### config.mk
export PLATFORM = sky130hd
export DESIGN_NAME = stopwatch_ctrl
export DESIGN_NICKNAME = d
export VERILOG_FILES = /design/src/rtl/stopwatch_pkg.sv /design/src/rtl/stopwatch_ctrl_bcd_digit_counter.sv /design/src/rtl/stopwatch_ctrl.sv
export SDC_FILE = /design/constraint.sdc
export NUM_CORES = 1
export LEC_CHECK = 0
export ABC_AREA = 1
export BUFFER_PORTS_ARGS = -buffer_cell sky130_fd_sc_hd__buf_2
export CAP_MARGIN = 30
export CELL_PAD_IN_SITES_DETAIL_PLACEMENT = 0
export CELL_PAD_IN_SITES_GLOBAL_PLACEMENT = 1
export CORE_UTILIZATION = 35
export CTS_BUF_LIST = sky130_fd_sc_hd__clkbuf_2
export CTS_CLUSTER_SIZE = 40
export DETAILED_ROUTE_END_ITERATION = 16
export GPL_ROUTABILITY_DRIVEN = 0
export PLACE_DENSITY = 0.73
export SLEW_MARGIN = 10
export SYNTH_ARGS = -nofsm -noshare
export SYNTH_HDL_FRONTEND = slang
export SYNTH_HIERARCHICAL = 1
export SYNTH_SLANG_ARGS = --single-unit
### constraint.sdc
create_clock -name i_sys_clk -period 5.5 [get_ports i_sys_clk]
set_input_delay 1.1 -clock i_sys_clk [delete_from_list [all_inputs] [get_ports i_sys_clk]]
set_output_delay 1.1 -clock i_sys_clk [all_outputs]
set_load 0.03 [all_outputs]
### src/rtl/stopwatch_pkg.sv
// Shared types and constants for the stopwatch controller.
// Holds the FSM state enum, digit geometry and BCD limits.
package stopwatch_pkg;

    typedef enum logic [1:0] {
        ST_IDLE,
        ST_RUN,
        ST_LAP,
        ST_STOP
    } state_t;

    localparam int unsigned NUM_DIGITS   = 4;
    localparam int unsigned IDX_W        = $clog2(NUM_DIGITS);
    localparam logic [3:0]  DIGIT_MAX    = 4'd9;
    localparam logic [3:0]  TENS_SEC_MAX = 4'd5;
    localparam int unsigned DP_INDEX     = 2;

endpackage

### src/rtl/stopwatch_ctrl_bcd_digit_counter.sv
// Single BCD digit with synchronous clear, increment and carry-out.
// Carry is combinational so a chain of digits ripples within one edge.
module bcd_digit_counter
    import stopwatch_pkg::*;
#(
    parameter logic [3:0] MAX_VAL = DIGIT_MAX
) (
    input  logic       i_clk,
    input  logic       i_rst_n,
    input  logic       i_inc,
    input  logic       i_clr,
    output logic [3:0] o_val,
    output logic       o_carry
);

    logic [3:0] r_val;

    always_ff @(posedge i_clk or negedge i_rst_n) begin
        if (!i_rst_n) begin
            r_val <= '0;
        end else if (i_clr) begin
            r_val <= '0;
        end else if (i_inc) begin
            r_val <= (r_val == MAX_VAL) ? '0 : r_val + 4'd1;
        end
    end

    assign o_carry = i_inc && (r_val == MAX_VAL);
    assign o_val   = r_val;

endmodule

### src/rtl/stopwatch_ctrl.sv
// Stopwatch controller: run/lap/stop FSM, SS.hh BCD count with lap freeze,
// and a multiplexed 4-digit display scan with one-cycle decoder alignment.
module stopwatch_ctrl
    import stopwatch_pkg::*;
#(
    parameter int unsigned TICK_DIV = 500000,
    parameter int unsigned SCAN_DIV = 50000
) (
    input  logic       i_sys_clk,
    input  logic       i_reset_n,
    input  logic       i_start_stop,
    input  logic       i_lap,
    input  logic       i_clear,
    output logic [3:0] o_hex_out,
    output logic [3:0] o_digit_en,
    output logic       o_dp_out,
    output logic       o_running,
    output logic       o_wrap
);

    localparam int unsigned PW = $clog2(TICK_DIV + 1);
    localparam int unsigned SW = $clog2(SCAN_DIV + 1);

    state_t                    r_state;
    state_t                    w_state_nxt;
    logic [PW-1:0]             r_presc;
    logic [SW-1:0]             r_scan;
    logic [IDX_W-1:0]          r_idx;
    logic [IDX_W-1:0]          r_hex_idx;
    logic                      r_hex_vld;
    logic [NUM_DIGITS*4-1:0]   r_lap;
    logic [3:0]                r_hex;
    logic [3:0]                r_digit_en;
    logic                      r_dp;
    logic                      r_wrap;
    logic [NUM_DIGITS*4-1:0]   w_count;
    logic [NUM_DIGITS*4-1:0]   w_disp;
    logic [NUM_DIGITS:0]       w_carry;
    logic                      w_run;
    logic                      w_presc_tc;
    logic                      w_tick;
    logic                      w_clr_cnt;
    logic                      w_lap_cap;

    assign w_run      = (r_state == ST_RUN) || (r_state == ST_LAP);
    assign w_presc_tc = (r_presc == PW'(TICK_DIV - 1));
    assign w_tick     = w_run && w_presc_tc;
    assign w_clr_cnt  = (r_state == ST_STOP) && i_clear;
    assign w_lap_cap  = (r_state == ST_RUN) && i_lap && !i_start_stop;

    always_ff @(posedge i_sys_clk or negedge i_reset_n) begin
        if (!i_reset_n) r_state <= ST_IDLE;
        else            r_state <= w_state_nxt;
    end

    // start_stop dominates lap; clear dominates start_stop in STOP
    always_comb begin
        w_state_nxt = r_state;
        case (r_state)
            ST_IDLE: if (i_start_stop) w_state_nxt = ST_RUN;
            ST_RUN:  if (i_start_stop) w_state_nxt = ST_STOP;
                     else if (i_lap)   w_state_nxt = ST_LAP;
            ST_LAP:  if (i_start_stop) w_state_nxt = ST_STOP;
                     else if (i_lap)   w_state_nxt = ST_RUN;
            ST_STOP: if (i_clear)      w_state_nxt = ST_IDLE;
                     else if (i_start_stop) w_state_nxt = ST_RUN;
            default: w_state_nxt = ST_IDLE;
        endcase
    end

    always_ff @(posedge i_sys_clk or negedge i_reset_n) begin
        if (!i_reset_n)     r_presc <= '0;
        else if (w_clr_cnt) r_presc <= '0;
        else if (w_run)     r_presc <= w_presc_tc ? '0 : r_presc + PW'(1);
    end

    assign w_carry[0] = w_tick;

    for (genvar g = 0; g < NUM_DIGITS; g++) begin : g_digit
        bcd_digit_counter #(
            .MAX_VAL((g == NUM_DIGITS - 1) ? TENS_SEC_MAX : DIGIT_MAX)
        ) u_digit (
            .i_clk   (i_sys_clk),
            .i_rst_n (i_reset_n),
            .i_inc   (w_carry[g]),
            .i_clr   (w_clr_cnt),
            .o_val   (w_count[g*4 +: 4]),
            .o_carry (w_carry[g+1])
        );
    end

    always_ff @(posedge i_sys_clk or negedge i_reset_n) begin
        if (!i_reset_n)     r_lap <= '0;
        else if (w_lap_cap) r_lap <= w_count;
    end

    assign w_disp = (r_state == ST_LAP) ? r_lap : w_count;

    always_ff @(posedge i_sys_clk or negedge i_reset_n) begin
        if (!i_reset_n) begin
            r_scan <= '0;
            r_idx  <= '0;
        end else if (r_scan == SW'(SCAN_DIV - 1)) begin
            r_scan <= '0;
            r_idx  <= r_idx + IDX_W'(1);
        end else begin
            r_scan <= r_scan + SW'(1);
        end
    end

    // Enables trail hex_out by one cycle to line up with the registered decoder
    always_ff @(posedge i_sys_clk or negedge i_reset_n) begin
        if (!i_reset_n) begin
            r_hex      <= '0;
            r_hex_idx  <= '0;
            r_hex_vld  <= 1'b0;
            r_digit_en <= '0;
            r_dp       <= 1'b0;
            r_wrap     <= 1'b0;
        end else begin
            r_hex      <= w_disp[{r_idx, 2'b00} +: 4];
            r_hex_idx  <= r_idx;
            r_hex_vld  <= 1'b1;
            r_digit_en <= r_hex_vld ? (4'b0001 << r_hex_idx) : '0;
            r_dp       <= r_hex_vld && (r_hex_idx == IDX_W'(DP_INDEX));
            r_wrap     <= w_carry[NUM_DIGITS];
        end
    end

    assign o_hex_out  = r_hex;
    assign o_digit_en = r_digit_en;
    assign o_dp_out   = r_dp;
    assign o_running  = w_run;
    assign o_wrap     = r_wrap;

endmodule

==> load_flow_metrics.sql <==
INSERT INTO impl_metrics (metric_group, metric, value, unit) VALUES
('worst_setup_path', 'worst_ep_arrival_time', '3.44', 'ns'),
('worst_setup_path', 'critical_path.max_fanout', '7', ''),
('synthesis', 'synth_compound_area_frac', '0.101', ''),
('grt', 'met1_track_demand_over_resource', '0.220', ''),
('synthesis', 'synth_ff_type', 'sky130_fd_sc_hd__dfrtp_1', ''),
('finish', 'final_nets', '667', ''),
('synthesis', 'muxShareOfSynthArea', '0', ''),
('placement', 'hpwlAfterDp', '7280', 'µm'),
('clock_tree', 'clock-sinks', '83', ''),
('synthesis', 'asyncSetResetFlopFracSynth', '1.00', ''),
('finish', 'final_cell_mix', 'sky130_fd_sc_hd__nand2_1 (163), sky130_fd_sc_hd__inv_1 (99), sky130_fd_sc_hd__dfrtp_1 (83)', ''),
('power', 'powerDensity', '282', 'nW/µm²'),
('synthesis', 'ys_top_cells_by_area', 'sky130_fd_sc_hd__dfrtp_1 (45%), sky130_fd_sc_hd__nand2_1 (13%), sky130_fd_sc_hd__inv_1 (8.0%), sky130_fd_sc_hd__nor2_1 (5.1%), sky130_fd_sc_hd__o21ai_0 (5.1%)', ''),
('synthesis', 'synthesis.yosys.warnings', '6', ''),
('die', 'initial_utilization', '0.364', ''),
('synthesis', 'synth_area_leader_cell', 'sky130_fd_sc_hd__dfrtp_1', ''),
('timing', 'fin_crit', '2.92', 'ns'),
('finish', 'fill_cells', '1318', ''),
('synthesis', 'yosys.area.top_type_share', '0.446', ''),
('drt', 'drc', '0', ''),
('synthesis', 'main_combinational_cell_family_by_area_after_synthesis', 'simple AND/OR/NAND/NOR gates', ''),
('grt', 'grt-ovfl-total', '0', ''),
('timing', 'postLayoutSetupSlackWorst', '2.58', 'ns'),
('drt', 'dr.first_iter.drc_count', '242', ''),
('synthesis', 'yosysUniqueCellTypes', '32', ''),
('synthesis', 'synth_enable_flop_cells', '0', ''),
('grt', 'grt_util_met2', '0.256', ''),
('drt', 'first_drt_pass_iteration_count', '5', ''),
('power', 'power.static_leakage', '2.42', 'nW'),
('finish', 'post_route_cells_drive_above_1_share', '0.0859', ''),
('timing', 'slew_at_the_pin_closest_to_its_max_slew_limit', '0.893', 'ns'),
('placement', 'port-buffer-count', '15', ''),
('timing', 'relSlewSlack', '0.404', ''),
('synthesis', 'ys_seq_area_frac', '0.446', ''),
('drt', 'post_drt_via_cell_ratio', '4.76', ''),
('grt', 'globalRoute.busiestLayer', 'met2', ''),
('finish', 'layout_commonest_cell', 'sky130_fd_sc_hd__nand2_1', ''),
('timing', 'setup_violations', '0', ''),
('die', 'die_boundary_width', '117', 'µm'),
('outcome', 'run_status', 'completed', ''),
('placement', 'dpl_worst_slack', '2.61', 'ns'),
('worst_setup_path', 'cell_type_group_with_the_largest_total_delay_on_the_critical_path', 'simple AND/OR/NAND/NOR gates', ''),
('die', 'floorplan.io_pins', '16', ''),
('power', 'peakVddDrop', '0.112', 'mV'),
('drt', 'finalWirelength', '10100', 'µm'),
('clock_tree', 'post_cts.resized_instances', '0', ''),
('timing', 'min_period_over_period', '0.530', ''),
('timing', 'grt_setup_unrepaired', 'no', ''),
('finish', 'synthToLayoutAreaGrowth', '7.18', '%'),
('worst_setup_path', 'timing.setup.critical_path_class', 'reg2reg', ''),
('synthesis', 'number_of_instances_in_the_synthesized_netlist', '630', ''),
('worst_setup_path', 'max_stage_delay_cell_worst_path', 'sky130_fd_sc_hd__nor4_1', ''),
('drt', 'antenna_violating_nets_post_route', '0', ''),
('synthesis', 'syn_avg_cell_area', '7.38', 'µm²'),
('clock_tree', 'cts_tree', 'yes', ''),
('worst_setup_path', 'start_kind', 'flop', ''),
('clock_tree', 'number_of_buffers_added_to_fix_hold_violations_after_cts', '0', ''),
('grt', 'grt.total_usage', '0.164', ''),
('synthesis', 'post_synth_fa_ha_maj_area_fraction', '0.0377', ''),
('grt', 'grt_pass1_vias', '3546', ''),
('timing', 'maxSlewViolCount', '0', ''),
('die', 'die_area', '13800', 'µm²'),
('finish', 'insertedDiodeCount', '0', ''),
('die', 'design.core.area', '12800', 'µm²'),
('clock_tree', 'cts_setup_buffers', '0', ''),
('timing', 'final.setup_skew', '0.0235', 'ns'),
('grt', 'grtUsageMet3', '0.0371', ''),
('worst_setup_path', 'critical_path.endpoint_type', 'flop', ''),
('die', 'dieHeight', '117', 'µm'),
('die', 'std_cell_rows', '41', ''),
('synthesis', 'syn_nets', '649', '');
==> metrics by stage <==
step | instances | hold slack, ns | instance area, µm² | total power (W)
3_5_place_dp | 808 | 0.452 | 4900 | 0.00115
3_3_place_gp | 808 | 0.446 | 4900 | 0.00115
5_1_grt | 824 | 0.382 | 4990 | 0.00152
2_1_floorplan | 630 | 0.355 | 4650 | 0.00103
6_report | 824 | 0.447 | 4990 | 0.00141
4_1_cts | 823 | 0.387 | 4970 | 0.00143
==> layer usage <==
layer	vias to the layer above	part of all wire
met3	12	0.036
met2	65	0.45
met5	-	0
li1	2024	-
met1	1822	0.50
met4	0	0.018
==> cell usage after synthesis (2+ instances only) <==
master                       n
sky130_fd_sc_hd__o21bai_1    5
sky130_fd_sc_hd__o21ai_0    47
sky130_fd_sc_hd__xor2_1     10
sky130_fd_sc_hd__nand3b_1    2
sky130_fd_sc_hd__nor3_1     13
sky130_fd_sc_hd__ha_1       14
sky130_fd_sc_hd__o21ai_1     3
sky130_fd_sc_hd__a31oi_1     5
sky130_fd_sc_hd__buf_2       3
sky130_fd_sc_hd__nand2_2     7
sky130_fd_sc_hd__o22ai_1     2
sky130_fd_sc_hd__nand4_1    14
sky130_fd_sc_hd__inv_1      99
sky130_fd_sc_hd__a21oi_1    23
sky130_fd_sc_hd__inv_2       4
sky130_fd_sc_hd__nor2_4      3
sky130_fd_sc_hd__dfrtp_1    83
sky130_fd_sc_hd__buf_4       3
sky130_fd_sc_hd__nand2_1   163
sky130_fd_sc_hd__nor2_1     63
sky130_fd_sc_hd__nor2_2     10
sky130_fd_sc_hd__nand3_1    41
sky130_fd_sc_hd__clkbuf_1    4
==> where the power goes <==
part           internal (W)  switching, W
Combinational      0.000122      0.000311
Clock             0.0000531      0.000209
Sequential         0.000660     0.0000504
==> cells by family after synthesis <==
group,count (synthesis)
adders and majority gates,14
DFF,83
xor gates and xnor gates,10
other,1
AOI/OAI and AO/OA,88
and+or+nand+nor,320
buffers and inverters,114
==> registers in the layout, indices dropped and copies added, names as in the netlist <==
name	flops
r_lap	16
r_hex_vld	1
o_wrap	1
r_hex_idx	2
r_state	2
o_digit_en	4
r_scan	16
r_presc	19
g_digit.u_digit/o_val	16
r_idx	2
o_hex_out	4
==> area by class of cell <==
cell class | instances | area [µm²] | area share
Timing Repair Buffer | 17 | 100 | 0.0201
Sequential cell | 83 | 2080 | 0.417
Clock buffer | 10 | 50.0 | 0.0100
Clock inverter | 5 | 21.3 | 0.00427
Multi-Input combinational cell | 433 | 2130 | 0.428
Tap cell | 172 | 215 | 0.0432
Inverter | 104 | 390 | 0.0783
==> final timing paths <==
kind                                    from                     endpoint  slack (ns)  cells after the start
max in group asynchronous          i_reset_n                    r_scan[5]        4.02                      2
worst min register to register  r_hex_idx[1]                o_digit_en[0]        0.46                      1
min in group i_sys_clk          r_hex_idx[1]                o_digit_en[0]        0.46                      1
worst max register to register    r_state[1]  g_digit[3].u_digit/o_val[2]        2.58                     16
worst min-delay path               i_reset_n                   r_presc[3]        0.45                      1
worst max-delay path              r_state[1]  g_digit[3].u_digit/o_val[2]        2.58                     16
==> worst register-to-register path: stages, from the launching register on <==
cell and delay (ns):
sky130_fd_sc_hd__dfrtp_1 0.46, sky130_fd_sc_hd__inv_1 0.08, sky130_fd_sc_hd__ha_1 0.43, sky130_fd_sc_hd__inv_1 0.11, sky130_fd_sc_hd__nor4_1 0.59, sky130_fd_sc_hd__inv_1 0.16, sky130_fd_sc_hd__nor2_1 0.17, sky130_fd_sc_hd__inv_1 0.08
sky130_fd_sc_hd__nor2_1 0.14, sky130_fd_sc_hd__inv_1 0.09, sky130_fd_sc_hd__nor2_1 0.15, sky130_fd_sc_hd__inv_1 0.08, sky130_fd_sc_hd__nand2_1 0.11, sky130_fd_sc_hd__nand2_1 0.06, sky130_fd_sc_hd__nand2_1 0.05, sky130_fd_sc_hd__nand2_1 0.04
sky130_fd_sc_hd__nor2_1 0.07
Power figures use the tool's default switching activity.
